`config.mk`:
```
export PLATFORM = sky130hd
export DESIGN_NAME = demux_stream
export DESIGN_NICKNAME = d
export VERILOG_FILES = /design/src/rtl/demux_stream.sv
export SDC_FILE = /design/constraint.sdc
export NUM_CORES = 1
export LEC_CHECK = 0
export CAP_MARGIN = 30
export CORE_MARGIN = 2
export CORE_UTILIZATION = 24
export CTS_BUF_LIST = sky130_fd_sc_hd__clkbuf_8
export DETAILED_ROUTE_END_ITERATION = 10
export GPL_TIMING_DRIVEN = 0
export HOLD_SLACK_MARGIN = 0.05
export PLACE_DENSITY = 0.56
export SKIP_CTS_REPAIR_TIMING = 1
export SKIP_LAST_GASP = 1
export SLEW_MARGIN = 20
export SYNTH_ARGS = -nofsm -noshare
export SYNTH_HDL_FRONTEND = slang
export SYNTH_SLANG_ARGS = --single-unit
```
`constraint.sdc`:
```
create_clock -name clk -period 3.6 [get_ports clk]
set_clock_uncertainty 0.2 [all_clocks]
set_input_delay 0.72 -clock clk [delete_from_list [all_inputs] [get_ports clk]]
set_output_delay 0.72 -clock clk [all_outputs]
set_load 0.1 [all_outputs]
```
`src/rtl/demux_stream.sv`:
```
// Registered 1-to-N stream demultiplexer with broadcast and per-channel
// saturating transfer counters. Each channel owns a one-entry output register.
module demux_stream #(
  parameter int W    = 8,
  parameter int SELW = 2,
  parameter int CNTW = 8
) (
  input  logic                        clk,
  input  logic                        rst_n,
  input  logic                        en,
  input  logic                        bcast,
  input  logic                        clr_cnt,
  input  logic [W-1:0]                in_data,
  input  logic [SELW-1:0]             in_sel,
  input  logic                        in_valid,
  output logic                        in_ready,
  output logic [(2**SELW)*W-1:0]      out_data,
  output logic [(2**SELW)-1:0]        out_valid,
  input  logic [(2**SELW)-1:0]        out_ready,
  output logic [(2**SELW)*CNTW-1:0]   xfer_cnt
);

  localparam int N = 2**SELW;
  localparam logic [CNTW-1:0] CNT_MAX = '1;

  logic [N-1:0] w_valid;
  logic [N-1:0] w_free;
  logic [N-1:0] w_pop;
  logic [N-1:0] w_load;
  logic         w_accept;

  // A channel is free if empty or being drained this cycle (pop + reload allowed).
  assign w_free    = ~w_valid | out_ready;
  assign w_pop     = w_valid & out_ready;
  assign in_ready  = rst_n & en & (bcast ? (&w_free) : w_free[in_sel]);
  assign w_accept  = in_valid & in_ready;
  assign out_valid = w_valid;

  generate
    for (genvar gi = 0; gi < N; gi++) begin : g_ch
      logic            r_vld;
      logic [W-1:0]    r_data;
      logic [CNTW-1:0] r_cnt;

      assign w_load[gi] = w_accept & (bcast | (in_sel == SELW'(gi)));
      assign w_valid[gi] = r_vld;
      assign out_data[gi*W +: W] = r_data;
      assign xfer_cnt[gi*CNTW +: CNTW] = r_cnt;

      // An emptied channel returns to zero data so idle outputs are clean.
      always_ff @(posedge clk or negedge rst_n) begin
        if (!rst_n) begin
          r_vld  <= 1'b0;
          r_data <= '0;
        end else if (w_load[gi]) begin
          r_vld  <= 1'b1;
          r_data <= in_data;
        end else if (w_pop[gi]) begin
          r_vld  <= 1'b0;
          r_data <= '0;
        end
      end

      always_ff @(posedge clk or negedge rst_n) begin
        if (!rst_n) begin
          r_cnt <= '0;
        end else if (clr_cnt) begin
          r_cnt <= '0;
        end else if (w_pop[gi] && (r_cnt != CNT_MAX)) begin
          r_cnt <= r_cnt + 1'b1;
        end
      end
    end
  endgenerate

endmodule
```
* Yosys cells after proc, flatten, opt, wreduce, memory -nomap -nowiden *
Index checks and enable logic that the tools add are counted.

operators by class
  eq/ne operators = 7
  bitwise logic cells = 14
  reduce and logical (&&, ||, !) cells = 14
  mux-type cells = 27
  add/subtract/negate cells = 4
  $lt $le $gt $ge = 1

operators by type and width
  cell                                                                          number
  8-bit two-way mux                                                             16
  8-bit by 1-bit adder with 8-bit output, second input constant                 4
  8-bit inequality test, second input constant                                  4
  2-bit nonzero test                                                            8
  1-bit two-way mux                                                             10
  1-bit bitwise AND                                                             7
  4-bit bitwise AND                                                             1
  2-bit equality test, second input constant                                    2
  1-bit logical AND                                                             4
  4-bit NOT                                                                     1
  1-bit bitwise OR                                                              4
  4-bit bitwise OR                                                              1
  4-bit AND reduction                                                           1
  2-bit by 3-bit less-than comparator with 1-bit output, second input constant  1
  1-bit binary-select mux with 2-bit select                                     1
  2-bit by 1-bit equality test with 1-bit output, second input constant         1
  2-bit zero test                                                               1

storage, ports and cells
  word-level logic and storage cells = 79
  output and inout port bits = 69
  flip-flop bits (word level) = 68
  input port bits = 20

* Longest topological paths before layout *
  depth in word-level cells = 9
  gate-level depth with buffers = 6
  mapped depth without buffers = 6

* Worst setup path after synthesis *
Ideal clock, no wire load.

  path type = input to output
  from = in in_sel[1]
  to = out in_ready
  data arrival time = 2466 ps
  stages = 4
  data required time = 2680 ps
  buffers on the path = 0
  path slack = 214 ps
  cells stage by stage = nor2b_1 -> o21bai_2 -> nand4_4 -> nor2_1

on the way
  cells in the longest elaborated chain, start to end = 4

ends and longest elaborated chain
  what                                       line  RTL
  start, declared                            14    input logic [SELW-1:0] in_sel,
  1-bit binary-select mux with 2-bit select  35    assign in_ready = rst_n & en & (bcast ? (&w_free) : w_free[in_sel]);
  1-bit two-way mux (not written as such)    35
  1-bit two-way mux                          35
  1-bit bitwise AND                          35
  end, declared                              16    output logic in_ready,

Every way passes these cells. The select of a mux whose other input is x is not followed.

* Final worst setup path *
  from = in bcast
  to = out in_ready

on the way
  cells in the longest elaborated chain, start to end = 2

ends and longest elaborated chain
  what               line  RTL
  start, declared    11    input logic bcast,
  1-bit two-way mux  35
  1-bit bitwise AND  35

Every way passes these cells.

==> impl_metrics.json <==
{
  "max_stage_delay_ns": 0.53,
  "utilization_pct": 34.1,
  "grt_antenna_before_repair": 0,
  "p_leak_nw": 1.98,
  "cp_num_buf_inv": 2,
  "max_cap_viol_count": 0,
  "ys_warn_count": 0,
  "syn_inst": 304,
  "worstPathCellList": "clkdlybuf4s50_1 -> o21bai_1 -> nand3_2 -> nand4_4 -> nor2_1 -> clkbuf_2",
  "drt-total-wl_um": 8560,
  "finalMaxSlewViolations": 0,
  "outcome": "finished clean",
  "syn_nets": 328,
  "period_needed_ns": 3.32,
  "cts.sinks": 68,
  "synth_top_family_by_area": "simple AND/OR/NAND/NOR gates",
  "reg2reg_to": "g_ch[3].r_cnt[5]",
  "arrival_ns": 2.40,
  "synth_compound_area_share_pct": 4.07,
  "cts_tree": "done",
  "synth_top_flop_cell": "dfrtp_1",
  "die_area_um2": 14300,
  "fin_nets": 428,
  "seq_area_um2": 1700,
  "fin_crit_sh_pct": 92.1,
  "placed_cell_area_um2": 4320,
  "critPathLaunchType": "input port",
  "synthArstFlopShare_pct": 100,
  "overflow": 0,
  "drtIter0Drc": 129,
  "reg2reg_slack_ns": 1.61,
  "synth.distinct_cells": 39,
  "end_kind": "primary output",
  "clk_pin_slew_worst_paths_ns": 0.07,
  "dp_hpwl_um": 6200,
  "multi_input_area_um2": 1400,
  "post_drt_wl_per_cell_um": 14.6,
  "final_cells": 585,
  "synth-adder-area-share_pct": 1.56,
  "n_fill_cell": 1358,
  "crit_family": "buffers and inverters",
  "antenna_left": 0,
  "drive_gt1_share_pct": 7.58,
  "cts_buffers": 9,
  "cp.required_ns": 2.68,
  "cp_max_fo": 6,
  "io_buffers": 88,
  "gr-usage-all-layers_pct": 12.3,
  "dr_total_vias": 2559,
  "die_width_um": 119,
  "grt_pass1_wl_um": 13500,
  "crit_type": "in -> out",
  "clockRootBuffer": "clkbuf_8",
  "tightest_slew_ns": 1.00,
  "synth_seq_cells": 68,
  "drc": 0,
  "slowest_stage": "clkdlybuf4s50_1",
  "hold_viol_final": 0,
  "postLayoutCellArea_um2": 4480,
  "setup_violations": 0,
  "synth_xor_xnor_area_share_pct": 7.11,
  "area_delta_synth_final_pct": 39.9,
  "dr.pass1.iters": 4,
  "htreeDepth": 3,
  "place_congestion": 0.779,
  "rsz0062_at_grt": "no",
  "clkLatencyLatePin_ns": 0.34,
  "n_antenna_cell": 0,
  "synth_mux_area_share_pct": 10.9,
  "num_rows": 42,
  "dp_cells": 569,
  "avgSynthCellArea_um2": 10.5,
  "seq_area_frac_synth_pct": 53.2,
  "max_freq_mhz": 302,
  "grt_pass1_vias": 2574,
  "max_slew_margin_pct": 32.8,
  "hold_path_class": "in -> async",
  "die_h_um": 119,
  "r2r_start": "g_ch[3].r_cnt[0]",
  "vias_per_cell": 4.37,
  "yosys.area_share.simple_pct": 20.1,
  "synth_edf_count": 0,
  "rr_worst_depth": 6,
  "start_util_pct": 24.4,
  "clk_path_buf_depth": 2,
  "grt_start_max_net_pins": 44,
  "ir_worst_vdd_mv": 0.210,
  "mappedNetlistArea_um2": 3200,
  "boundaryPins": 89,
  "power.density_nw_per_um2": 562,
  "core_um2": 13100
}
## how the worst max path moves through the flow
stage               from  endpoint  slack (ns)  cells past startpoint
6_report           bcast  in_ready        0.28                      6
3_5_place_dp       bcast  in_ready       -0.38                      6
5_1_grt            bcast  in_ready        0.19                      6
3_3_place_gp       rst_n  in_ready       -2.36                      4
4_1_cts            bcast  in_ready       -0.38                      6
2_1_floorplan  in_sel[1]  in_ready        0.21                      4
## cell usage in the layout (no fill, tap or decap), types with 2 or more instances in the layout
| cell | n |
|---|---|
| xor2_1 | 15 |
| clkbuf_8 | 10 |
| and4_1 | 3 |
| and3_1 | 9 |
| mux2i_1 | 35 |
| ha_1 | 4 |
| buf_4 | 5 |
| clkinv_2 | 2 |
| clkbuf_1 | 5 |
| nand2b_1 | 2 |
| xnor2_1 | 11 |
| nand2_1 | 51 |
| o21ai_0 | 2 |
| nand4_1 | 6 |
| nor2b_1 | 4 |
| or2_2 | 2 |
| a311oi_1 | 2 |
| nor3_1 | 3 |
| a21oi_1 | 5 |
| inv_1 | 13 |
| dfrtp_1 | 68 |
| nor2_1 | 36 |
| nand3_1 | 10 |
| clkdlybuf4s50_1 | 86 |
## cells by family after synthesis
family                   after synthesis
multiplexers                          35
buffers and inverters                 20
flip-flops                            68
adder cells (fa/ha/maj)                4
AO/OA/AOI/OAI                         18
AND/OR/NAND/NOR                      133
XOR/XNOR                              26
## metal layers
layer,GRT usage (%),wire [µm],up-vias
met3,3.50,417,11
met1,15.9,3940,1270
met2,19.6,4080,56
met4,4.12,110,0
li1,-,-,1222
met5,0,0,-
## registers in the layout, indices dropped and copies added (netlist names)
name and cells:
g_ch.r_cnt 32, g_ch.r_data 32, g_ch.r_vld 4
## worst register-to-register path, stage by stage (launching register included)
cell	delay, ns
dfrtp_1	0.43
ha_1	0.23
and3_1	0.20
a211oi_1	0.44
nand3_1	0.15
xor2_1	0.15
nor2_1	0.05
## synthesized netlist by cell type (2+ instances only)
library cell | number | area, µm²
nor3_1 | 3 | 15.0
buf_4 | 4 | 30.0
nor2_1 | 36 | 135
ha_1 | 4 | 50.1
and4_1 | 3 | 26.3
nand3_1 | 10 | 50.1
xnor2_1 | 11 | 96.3
or2_2 | 2 | 12.5
and3_1 | 9 | 56.3
nand2_1 | 51 | 191
o21ai_0 | 2 | 10.0
a21oi_1 | 5 | 25.0
inv_1 | 9 | 33.8
nand2b_1 | 2 | 12.5
nand4_1 | 6 | 37.5
nor2b_1 | 4 | 25.0
dfrtp_1 | 68 | 1700
a311oi_1 | 2 | 17.5
clkbuf_1 | 5 | 18.8
xor2_1 | 15 | 131
mux2i_1 | 35 | 350
## per-stage QoR
stage / total power [mW] / setup TNS (ns) / setup slack [ns] / hold WS [ns]
3_3_place_gp: 1.99 / -119.98 / -2.36 / 0.316
5_1_grt: 2.62 / 0 / 0.187 / 0.209
4_1_cts: 2.55 / -0.383 / -0.383 / 0.177
2_1_floorplan: 1.71 / 0 / 0.214 / 0.224
6_report: 2.52 / 0 / 0.284 / 0.165
3_5_place_dp: 2.00 / -0.375 / -0.375 / 0.320
## cell type report
class	count	share of cell area [%]
well taps	176	4.92
plain buffers	11	1.45
clock inverters	6	0.559
repair buffers	89	20.0
clock buffers	10	3.07
multi-input cells	216	31.3
flip-flops and latches	68	38.0
inverters	9	0.755
## power by group
part / switching [mW] / internal, mW
Combinational: 0.830 / 0.231
Clock: 0.286 / 0.257
Sequential: 0.0600 / 0.854
Total: 1.18 / 1.34
Power figures use the tool's default switching activity.
